<file path="config.mk">
export PLATFORM = sky130hd
export DESIGN_NAME = if_id_stage
export DESIGN_NICKNAME = d
export VERILOG_FILES = /design/src/rtl/if_id_stage_pkg.sv /design/src/rtl/if_id_stage_hazard_unit.sv /design/src/rtl/if_id_stage.sv
export SDC_FILE = /design/constraint.sdc
export NUM_CORES = 1
export LEC_CHECK = 0
export CAP_MARGIN = 20
export CORE_AREA = 2 2 123 125
export DETAILED_ROUTE_END_ITERATION = 16
export DIE_AREA = 0 0 125 127
export PLACE_DENSITY_LB_ADDON = 0.15
export SLEW_MARGIN = 20
export SYNTH_ARGS = -nofsm -noshare
export SYNTH_HDL_FRONTEND = slang
export SYNTH_SLANG_ARGS = --single-unit
</file>
<file path="constraint.sdc">
create_clock -name clk -period 3.7 [get_ports clk]
set_input_delay 0.555 -clock clk [delete_from_list [all_inputs] [get_ports clk]]
set_output_delay 0.555 -clock clk [all_outputs]
set_load 0.01 [all_outputs]
</file>
<file path="src/rtl/if_id_stage_pkg.sv">
// Shared constants for the pipeline front end: opcodes, bubble encoding, PC step.
// Also holds the source-register-use decode helpers.
package if_id_stage_pkg;

  localparam int unsigned OPCODE_BITWIDTH = 7;

  localparam logic [OPCODE_BITWIDTH-1:0] OP_LUI   = 7'b0110111;
  localparam logic [OPCODE_BITWIDTH-1:0] OP_AUIPC = 7'b0010111;
  localparam logic [OPCODE_BITWIDTH-1:0] OP_JAL   = 7'b1101111;
  localparam logic [OPCODE_BITWIDTH-1:0] OP_R     = 7'b0110011;
  localparam logic [OPCODE_BITWIDTH-1:0] OP_S     = 7'b0100011;
  localparam logic [OPCODE_BITWIDTH-1:0] OP_B     = 7'b1100011;
  localparam logic [OPCODE_BITWIDTH-1:0] OP_LOAD  = 7'b0000011;

  localparam logic [31:0] NOP_ENCODING = 32'h0000_0013;
  localparam logic [31:0] PC_STEP      = 32'd4;

  // U-type and JAL carry no rs1 field
  function automatic logic uses_rs1(input logic [OPCODE_BITWIDTH-1:0] op);
    return !((op == OP_LUI) || (op == OP_AUIPC) || (op == OP_JAL));
  endfunction

  function automatic logic uses_rs2(input logic [OPCODE_BITWIDTH-1:0] op);
    return (op == OP_R) || (op == OP_S) || (op == OP_B);
  endfunction

endpackage

</file>
<file path="src/rtl/if_id_stage_hazard_unit.sv">
// Load-use hazard detector: the load in EX writes a register the ID instruction reads.
module hazard_unit
  import if_id_stage_pkg::*;
#(
  parameter int unsigned WORD_BITWIDTH    = 32,
  parameter int unsigned REG_NUM_BITWIDTH = 5
) (
  input  logic [WORD_BITWIDTH-1:0]    id_inst_i,
  input  logic                        id_valid_i,
  input  logic                        ex_mem_read_i,
  input  logic [REG_NUM_BITWIDTH-1:0] ex_reg_to_write_i,
  output logic                        hazard_o
);

  logic [OPCODE_BITWIDTH-1:0]  opcode;
  logic [REG_NUM_BITWIDTH-1:0] rs1;
  logic [REG_NUM_BITWIDTH-1:0] rs2;
  logic                        rs1_match;
  logic                        rs2_match;
  logic                        unused_inst_bits;

  assign opcode = id_inst_i[6:0];
  assign rs1    = REG_NUM_BITWIDTH'(id_inst_i[19:15]);
  assign rs2    = REG_NUM_BITWIDTH'(id_inst_i[24:20]);

  assign rs1_match = uses_rs1(opcode) && (ex_reg_to_write_i == rs1);
  assign rs2_match = uses_rs2(opcode) && (ex_reg_to_write_i == rs2);

  // x0 is never a real dependency
  assign hazard_o = id_valid_i && ex_mem_read_i && (ex_reg_to_write_i != '0) &&
                    (rs1_match || rs2_match);

  assign unused_inst_bits = ^{id_inst_i[WORD_BITWIDTH-1:25], id_inst_i[14:7]};

endmodule

</file>
<file path="src/rtl/if_id_stage.sv">
// Pipeline front end: PC register, IF/ID register, load-use stall and redirect flush.
// doNOP is combinational so ID/EX can insert its bubble in the same cycle.
module if_id_stage
  import if_id_stage_pkg::*;
#(
  parameter int unsigned           WORD_BITWIDTH    = 32,
  parameter int unsigned           REG_NUM_BITWIDTH = 5,
  parameter logic [WORD_BITWIDTH-1:0] RESET_PC      = 32'h0000_0000,
  parameter logic [WORD_BITWIDTH-1:0] NOP_INST      = NOP_ENCODING,
  parameter int unsigned           CNT_BITWIDTH     = 16
) (
  input  logic                        clk,
  input  logic                        rst,
  output logic [WORD_BITWIDTH-1:0]    imem_addr,
  input  logic [WORD_BITWIDTH-1:0]    imem_rdata,
  input  logic                        ex_memRead,
  input  logic [REG_NUM_BITWIDTH-1:0] ex_regToWrite,
  input  logic                        branch_taken,
  input  logic [WORD_BITWIDTH-1:0]    branch_target,
  output logic [WORD_BITWIDTH-1:0]    id_inst,
  output logic [WORD_BITWIDTH-1:0]    id_pc,
  output logic                        id_valid,
  output logic [REG_NUM_BITWIDTH-1:0] Rs1,
  output logic [REG_NUM_BITWIDTH-1:0] Rs2,
  output logic                        doNOP,
  output logic [CNT_BITWIDTH-1:0]     stall_cnt,
  output logic [CNT_BITWIDTH-1:0]     flush_cnt
);

  logic [WORD_BITWIDTH-1:0] pc_q, pc_d;
  logic [WORD_BITWIDTH-1:0] id_inst_q, id_inst_d;
  logic [WORD_BITWIDTH-1:0] id_pc_q, id_pc_d;
  logic                     id_valid_q, id_valid_d;
  logic [CNT_BITWIDTH-1:0]  stall_cnt_q, stall_cnt_d;
  logic [CNT_BITWIDTH-1:0]  flush_cnt_q, flush_cnt_d;
  logic                     hazard;
  logic                     unused_target_bits;

  hazard_unit #(
    .WORD_BITWIDTH   (WORD_BITWIDTH),
    .REG_NUM_BITWIDTH(REG_NUM_BITWIDTH)
  ) u_hazard_unit (
    .id_inst_i        (id_inst_q),
    .id_valid_i       (id_valid_q),
    .ex_mem_read_i    (ex_memRead),
    .ex_reg_to_write_i(ex_regToWrite),
    .hazard_o         (hazard)
  );

  // Redirect beats stall beats normal fetch
  always_comb begin
    pc_d        = pc_q;
    id_inst_d   = id_inst_q;
    id_pc_d     = id_pc_q;
    id_valid_d  = id_valid_q;
    stall_cnt_d = stall_cnt_q;
    flush_cnt_d = flush_cnt_q;
    if (branch_taken) begin
      pc_d       = {branch_target[WORD_BITWIDTH-1:2], 2'b00};
      id_inst_d  = NOP_INST;
      id_pc_d    = '0;
      id_valid_d = 1'b0;
      if (flush_cnt_q != '1) flush_cnt_d = flush_cnt_q + CNT_BITWIDTH'(1);
    end else if (hazard) begin
      if (stall_cnt_q != '1) stall_cnt_d = stall_cnt_q + CNT_BITWIDTH'(1);
    end else begin
      pc_d       = pc_q + WORD_BITWIDTH'(PC_STEP);
      id_inst_d  = imem_rdata;
      id_pc_d    = pc_q;
      id_valid_d = 1'b1;
    end
  end

  always_ff @(posedge clk) begin
    if (rst) begin
      pc_q        <= RESET_PC;
      id_inst_q   <= NOP_INST;
      id_pc_q     <= '0;
      id_valid_q  <= 1'b0;
      stall_cnt_q <= '0;
      flush_cnt_q <= '0;
    end else begin
      pc_q        <= pc_d;
      id_inst_q   <= id_inst_d;
      id_pc_q     <= id_pc_d;
      id_valid_q  <= id_valid_d;
      stall_cnt_q <= stall_cnt_d;
      flush_cnt_q <= flush_cnt_d;
    end
  end

  assign imem_addr = pc_q;
  assign id_inst   = id_inst_q;
  assign id_pc     = id_pc_q;
  assign id_valid  = id_valid_q;
  assign Rs1       = REG_NUM_BITWIDTH'(id_inst_q[19:15]);
  assign Rs2       = REG_NUM_BITWIDTH'(id_inst_q[24:20]);
  assign doNOP     = branch_taken || hazard;
  assign stall_cnt = stall_cnt_q;
  assign flush_cnt = flush_cnt_q;

  // Redirect targets are word aligned; the low bits are dropped
  assign unused_target_bits = ^branch_target[1:0];

endmodule

</file>
==> impl_results.md <==
* Crit. Startpoint: ex_regToWrite[1]
* Hold Crit Depth at 2
* FF-to-FF path depth at 8
* Hold Path End: id_inst[7]
* Fmax at 0.2985 GHz
* Max clock buf depth at 2
* Top cells by area, synth: dfxtp_1 44%, nand2_1 10%, a21oi_1 7.7%
* Fin crit share at 0.9056
* P_leak at 3.004 nW
* Distinct cells, synth at 51
* Routed WL per cell at 16.33 um
* Vias in the first global route at 5693
* Final design utilization at 0.5850
* Max transition margin at 0.5447
* Worst-Margin Slew at 0.6829 ns
* H-tree depth at 4
* Initial core utilization at 0.3975
* Most frequent cell after synthesis: nand2_1
* Clock Skew at 0.007936 ns
* Initial antenna violation count at 0
* Worst VDD drop at 0.2805 mV
* IO Pins at 213
* Router iterations before antenna repair at 7
* Final Hold Viols at 0
* Non-filler instance count after layout at 1088
* RD Place Congestion at 0.7818
* Status: completed
* Global-route wire length before repair at 28180 um
* Gr ovfl total at 0
* Reg-to-reg endpoint: stall_cnt[7]
* DRT Wirelength at 17770 um
* PostCTS Resize Cnt at 0
* Primary FF master, synth: dfxtp_1
* Clock sink count at 125
* YS warnings at 0
* IO buf count at 206
* Pre-CTS setup slack at 0.2901 ns
* Critical path arrival at 2.80 ns
* Drc violations at 0
* Part of the Yosys area used for sequential elements at 0.4365
* Largest net degree at the start of global routing at 51
* Fraction of registers with async set/reset at 0
* Worst skew pair latency at 0.42 ns
* Synth area leader: dfxtp_1
* Placeable Area at 14420 sq um
* Routed Antenna Nets at 0
* Final HPWL DP at 12380 um
* Setup TNS at 0 ns
* EDFF count, synth at 0
* Die W at 125 um
* Layout area overhead at 47.18%
* RSZ-0062 raised after global routing: false
* Multi-input gate area at 2910 sq um
* Commonest cells post-synth: 153 x nand2_1, 125 x dfxtp_1, 88 x a21oi_1
* Max-cap violation count at 0
* Vias at 5800
* Worst reg2reg setup slack at 1.19 ns
* Yosys reg bits at 125
* Max FO, Critical Path at 4
* Sequential cell area at 2502 sq um
* Placed cell areas at 7863 sq um
* Fraction of layout cells with a size suffix above 1 at 0.06527
* Most used routing layer: met2
* Worst EP required at 3.14 ns
* Die ar. at 15880 sq um
* Setup WS post-layout at 0.3494 ns
* CP Class: input port to output port
* Post-Layout Inst Area at 8438 sq um
* HP Class: register to register
* Endpoints failing setup at 0
* Met1 Resource Use GR at 0.2584
* Number of core rows at 44
* Max-slew violations at 0
* Critical path endpoint category: output port
* Cell Pwr Density at 410.2 nW/um^2
* Postcts setup bufs at 0
* Root buf cell: clkbuf_16
* Crit-path cells: clkdlybuf4s50_1, or4_1, o211ai_2, and4b_1, nor2_4, nand2_1, clkdlybuf4s50_1
* Overall Power at 3.461 mW
* Layout fillers at 1320
* Synth Cell Area at 5733 sq um
* Hold path start: id_inst[7]
* DP Cell Count at 1058
* Routed vias/inst at 5.331
* CTS Hold Bufs at 0
* Fin nets at 969
* Most frequent CP cell: clkdlybuf4s50_1
* Worst path slowest cell: or4_1
* Fin crit period at 3.351 ns
* GR Util met2 at 0.3788
* Worst hold margin at 0.4523 ns
* Critical Path Max Stage Delay at 0.56 ns
* Chip height at 127 um
* Syn Inst Count at 712
* Cts bufs inserted at 17
* Worst r2r src: id_inst[16]
* Top cell type's share of synthesized area at 0.4365
* Diodes inserted at 0
* Reg clk slew, reported paths at 0.05 ns
* Gr usage total at 0.2181
* Syn Area/Cell at 8.052 sq um
* CTS tree: built
* GR Util met3 at 0.06449
* Iteration-0 DRC Markers at 291
* Setup crit start kind: input port
logic make-up (layout without fill, tap and decap cells):
group           Yosys count  count (layout)  share of synthesized area
flops                   125             125                     0.4365
xor+xnor                 40              40                    0.06111
compound gates          149             149                     0.1563
mux                       2               2                   0.003492
buf+inv                  73             262                    0.06155
fa+ha+maj                 3               3                   0.006548
other cells               1               4                  0.0006541
simple gates            319             319                     0.2739
critical path: cells and delay by family:
| family | cells | cell delay (ns) |
|---|---|---|
| AND/OR/NAND/NOR | 4 | 1.00 |
| buffers and inverters | 2 | 0.99 |
| AO/OA/AOI/OAI | 1 | 0.25 |
layout make-up:
| cell class | instances | share of cell area |
|---|---|---|
| Tap cell | 184 | 0.02728 |
| Clock buffer | 23 | 0.05783 |
| Timing Repair Buffer | 220 | 0.2577 |
| Sequential cell | 125 | 0.2966 |
| Inverter | 12 | 0.005338 |
| Clock inverter | 7 | 0.01038 |
| Multi-Input combinational cell | 517 | 0.3449 |
sequential cells by signal, indices dropped and copies added, names as in the netlist:
register,count
imem_addr,30
id_pc,30
stall_cnt,16
id_valid,1
flush_cnt,16
id_inst,32
power by group:
group / switching [mW] / leakage (nW) / internal [mW] / total [mW]
combinational: 0.153 / 1.70 / 0.210 / 0.363
sequential: 0.0634 / 1.02 / 1.40 / 1.46
clock: 0.587 / 0.285 / 1.05 / 1.64
per-layer routing:
layer / part of all wire / wire length [um]
met5: 0 / 0
met4: 0.015 / 274
met3: 0.078 / 1381
met1: 0.42 / 7497
met2: 0.48 / 8617
placed cells by master (no fill, tap or decap), drive strengths merged, types with 7 or more instances in the layout:
master / count
nand3: 25
or4: 12
nand2: 153
nor2: 42
or3: 7
inv: 12
o21ai: 19
clkdlybuf4s50: 205
and3: 10
a211oi: 8
o31ai: 11
nor3: 7
dfxtp: 125
a21oi: 88
nand4: 24
buf: 15
xor2: 18
clkbuf: 23
nor4: 13
xnor2: 22
worst max path at each step:
| stage | endpoint | slack, ns | cells after the start |
|---|---|---|---|
| floorplan | doNOP | 0.89 | 8 |
| global placement | id_inst[28] | 0.34 | 9 |
| detailed placement | id_inst[20] | 0.29 | 9 |
| CTS | doNOP | 0.33 | 7 |
| global route | doNOP | 0.20 | 7 |
| finish | doNOP | 0.35 | 7 |
No activity file was read; power rests on OpenSTA's default activity.
==> variant 1 (same flow settings) <==
Make the reset (`rst`) asynchronous in one clocked block.
--- a/src/rtl/if_id_stage.sv
+++ b/src/rtl/if_id_stage.sv
@@ -73,3 +73,3 @@
 
-  always_ff @(posedge clk) begin
+  always_ff @(posedge clk or posedge rst) begin
     if (rst) begin
Formal check against the unedited RTL: differs if rst is asserted again (counterexample within 4 cycles, from zero or initial values and one cycle with rst high); with rst held inactive, the same outputs for 4 cycles.
==> variant 1 against the unedited design <==
Power is 22% higher. Critical path type unchanged. Register-to-register slack got worse by 0.16 ns. Largest power group unchanged. Combinational power increased by 86%. Fmax increased by 2.7%. Sequential cell count increased by 1. First-iteration DRC count grew 52%. Setup slack improved by 0.089 ns. Global-route usage rose by 0.31 points. Wire length is 2.3% lower. Utilization up 3.0 points. Synthesized area up 5.6%. Final cell count shrank 4.0%. Sequential share of layout area is 5.9 points higher. Design area is 5.1% higher.
==> variant 1: results (changes against the unedited design) <==
metric	value	unit	change
dr.first_iter.drc_count	441		+52%
use_met1	28.1	%	+2.3 points
met2_usage	36.2	%	-1.7 points
grt_max_degree	127		+150%
muxShareOfSynthArea	0.909	%	+0.56 points
layout-drive-gt1-share	5.92	%	-0.60 points
async_flop_share	100	%	+100 points
synth_commonest_cells	nand2_1, dfrtp_1, a21oi_1		
wl_met2	8560	um	-0.70%
worst_ep_arrival_time	2.71	ns	-0.09 ns
avgRoutedWirePerCell	16.6	um	+1.7%
drtPass1Iterations	5		-2
synth.distinct_cells	41		-20%
grt_util_met3	6.53	%	+0.084 points
status	finished clean		
clock_skew	0.00921	ns	+0.00127 ns
max_slew_margin	46.6	%	-7.9 points
peakVddDrop	301	uV	+7.2%
synth-xor-area-share	5.50	%	-0.61 points
crit_path_top_delay_cell	clkdlybuf4s50_1		
p_leak	3.76	nW	+25%
grt.total_usage	22.1	%	+0.31 points
synthTopCellsByArea	dfrtp_1, nand2_1, a21oi_1		
synth_compound_area_share	11.5	%	-4.1 points
dpl.hpwl	11600	um	-6.1%
finalCritPeriodShare	88.1	%	-2.4 points
## variant 1: cell types whose count changed after synthesis, moves of 10 or more
cell and change:
a21oi_1 -27, a31oi_1 +21, dfrtp_1 +123, dfxtp_1 -125
nand3_1 +10, nor2_1 -12, nor3_1 +12
## variant 1: cell type report
class	instances	area, sq um	share of cell area [%]
sequential	126	3160	35.6
timing repair buffer	217	2170	24.5
inverter	4	18.8	0.212
clock buffer	22	464	5.23
tap	184	230	2.60
multi-input combinational	482	2620	29.6
clock inverter	10	209	2.36
## variant 1: per-stage QoR
stage / power, mW / std cells / instance area [sq um] / utilization [%] / hold slack (ns)
2_1_floorplan: 1.93 / 667 / 6060 / - / 0.505
4_1_cts: 4.26 / 1045 / 8870 / 61.5 / 0.490
5_1_grt: 4.39 / 1045 / 8870 / 61.5 / 0.514
3_5_place_dp: 2.34 / 1013 / 8200 / 56.8 / 0.481
6_report: 4.21 / 1045 / 8870 / 61.5 / 0.488
3_3_place_gp: 2.32 / 1013 / 8200 / 56.8 / 0.479
## variant 1: worst paths after layout
kind | from | endpoint | slack (ns) | cells after the start
worst min register to register | flush_cnt[6] | flush_cnt[6] | 0.49 | 1
worst min-delay path | flush_cnt[6] | flush_cnt[6] | 0.49 | 1
min in group asynchronous | rst | id_inst[24] | 0.58 | 3
worst max register to register | id_inst[1] | id_inst[23] | 1.03 | 8
worst max-delay path | ex_regToWrite[1] | doNOP | 0.44 | 7
max in group asynchronous | rst | id_pc[17] | 2.44 | 3
## variant 1: kinds of logic after synthesis
group / count (synthesis)
buffers and inverters: 59
other: 1
adders and majority gates: 3
muxes: 5
xor gates and xnor gates: 38
and+or+nand+nor: 313
DFF: 126
AOI/OAI and AO/OA: 121
==> variant 2 (same settings) <==
Without the edit above. `REG_NUM_BITWIDTH` is set to 5 in 2 places; all go to 10.
--- a/src/rtl/if_id_stage_hazard_unit.sv
+++ b/src/rtl/if_id_stage_hazard_unit.sv
@@ -5,3 +5,3 @@
   parameter int unsigned WORD_BITWIDTH    = 32,
-  parameter int unsigned REG_NUM_BITWIDTH = 5
+  parameter int unsigned REG_NUM_BITWIDTH = 10
 ) (
--- a/src/rtl/if_id_stage.sv
+++ b/src/rtl/if_id_stage.sv
@@ -6,3 +6,3 @@
   parameter int unsigned           WORD_BITWIDTH    = 32,
-  parameter int unsigned           REG_NUM_BITWIDTH = 5,
+  parameter int unsigned           REG_NUM_BITWIDTH = 10,
   parameter logic [WORD_BITWIDTH-1:0] RESET_PC      = 32'h0000_0000,
Interface: changed (resized Rs1, Rs2 and ex_regToWrite); port bits go from 213 to 228. The function was not compared with the original's and may differ.
==> variant 2 against the unedited design <==
Design area increased by 2.1%. Synthesized area increased by 2.2%. Synthesized cell count increased by 2.2%. Largest cell class unchanged. Wire length increased by 0.92%. Sequential cell count unchanged. Setup slack got worse by 0.018 ns. Power increased by 3.4%. Critical path type unchanged.
==> variant 2: results (changes against the unedited design) <==
metric	value	unit	change
status	finished clean		
dr.first_iter.drc_count	376		+29%
power_switching_share	23.7	%	+0.47 points
max_slew_margin	57.1	%	+2.6 points
synth_commonest_cells	nand2_1, dfxtp_1, a21oi_1		
synthTopCellsByArea	dfxtp_1, nand2_1, a21oi_1		
fillers	1281		-3.0%
fin_nets	995		+2.7%
worst_ep_arrival_time	2.81	ns	about the same
gp_congestion	0.867		+11%
grt_pass1_vias	5607		-1.5%
wirelength	17900	um	+0.92%
grt_max_degree	80		+57%
clock_skew	0.0109	ns	+0.00300 ns
synth.distinct_cells	54		+5.9%
layout-drive-gt1-share	5.93	%	-0.59 points
overflow	0		unchanged
dpl.hpwl	12600	um	+2.0%
grt.total_usage	21.9	%	+0.14 points
numPortBuffers	211		+2.4%
synth_seq_area_share	42.7	%	-0.96 points
p_leak	3.13	nW	+4.3%
antenna_found_initial	0		unchanged
peakVddDrop	298	uV	+6.3%
grt_first_pass_wirelength	28300	um	+0.39%
drtPass1Iterations	5		-2
hp-class	register to register		
via_per_inst	5.35		+0.45%
## variant 2: cell families after synthesis
group	after synthesis	synth area share (%)
DFF	125	42.7
adders and majority gates	3	0.640
AOI/OAI and AO/OA	145	15.8
buffers and inverters	85	7.51
other	1	0.0640
muxes	2	0.342
and+or+nand+nor	335	28.2
xor gates and xnor gates	32	4.78
## variant 2: worst paths after layout
kind | start | end | slack, ns | cells after the start
max | ex_regToWrite[6] | doNOP | 0.33 | 7
min | id_pc[20] | id_pc[20] | 0.45 | 2
max reg2reg | id_valid | id_inst[23] | 1.00 | 9
min reg2reg | id_pc[20] | id_pc[20] | 0.45 | 2
## variant 2: power by group through the flow
stage	Clock, mW	Sequential, mW	Combinational [mW]
after global placement	0	1.48	0.362
after global routing	1.84	1.46	0.398
after floorplan	0	1.49	0.141
after detailed placement	0	1.49	0.367
after CTS	1.78	1.46	0.370
final	1.76	1.46	0.368
## variant 2: final cells by class
class                      instances  share of cell area (%)
sequential                       125                    29.0
multi-input combinational        531                    34.6
clock buffer                      17                    4.94
timing repair buffer             223                    25.8
inverter                          16                   0.697
tap                              184                    2.67
clock inverter                    15                    2.28
## variant 2: layer usage
metal  vias up  track usage, %  share of wire, %
li1       2911               -                 -
met3        18            6.03               6.9
met1      2798            27.0                43
met5         -               0                 0
met2       222            37.4                48
met4         0            7.19               1.4
## variant 2: worst max-delay path: stages
cell and delay [ns]:
clkdlybuf4s50_1 0.42, nor4b_2 0.29, o211ai_2 0.17, nor4_2 0.63, nor2_4 0.10, nand2_1 0.09
clkdlybuf4s50_1 0.56
## variant 2: metrics by stage
step                      cells  power [mW]  hold slack, ns  cell area [sq um]  setup slack (ns)
final                      1111        3.58           0.452               8620             0.332
after global routing       1111        3.70           0.468               8620             0.151
after CTS                  1111        3.61           0.454               8610            0.0458
after detailed placement   1079        1.85           0.446               7990            0.0670
after global placement     1079        1.84           0.440               7990             0.125
after floorplan             741        1.63           0.481               5910              1.01
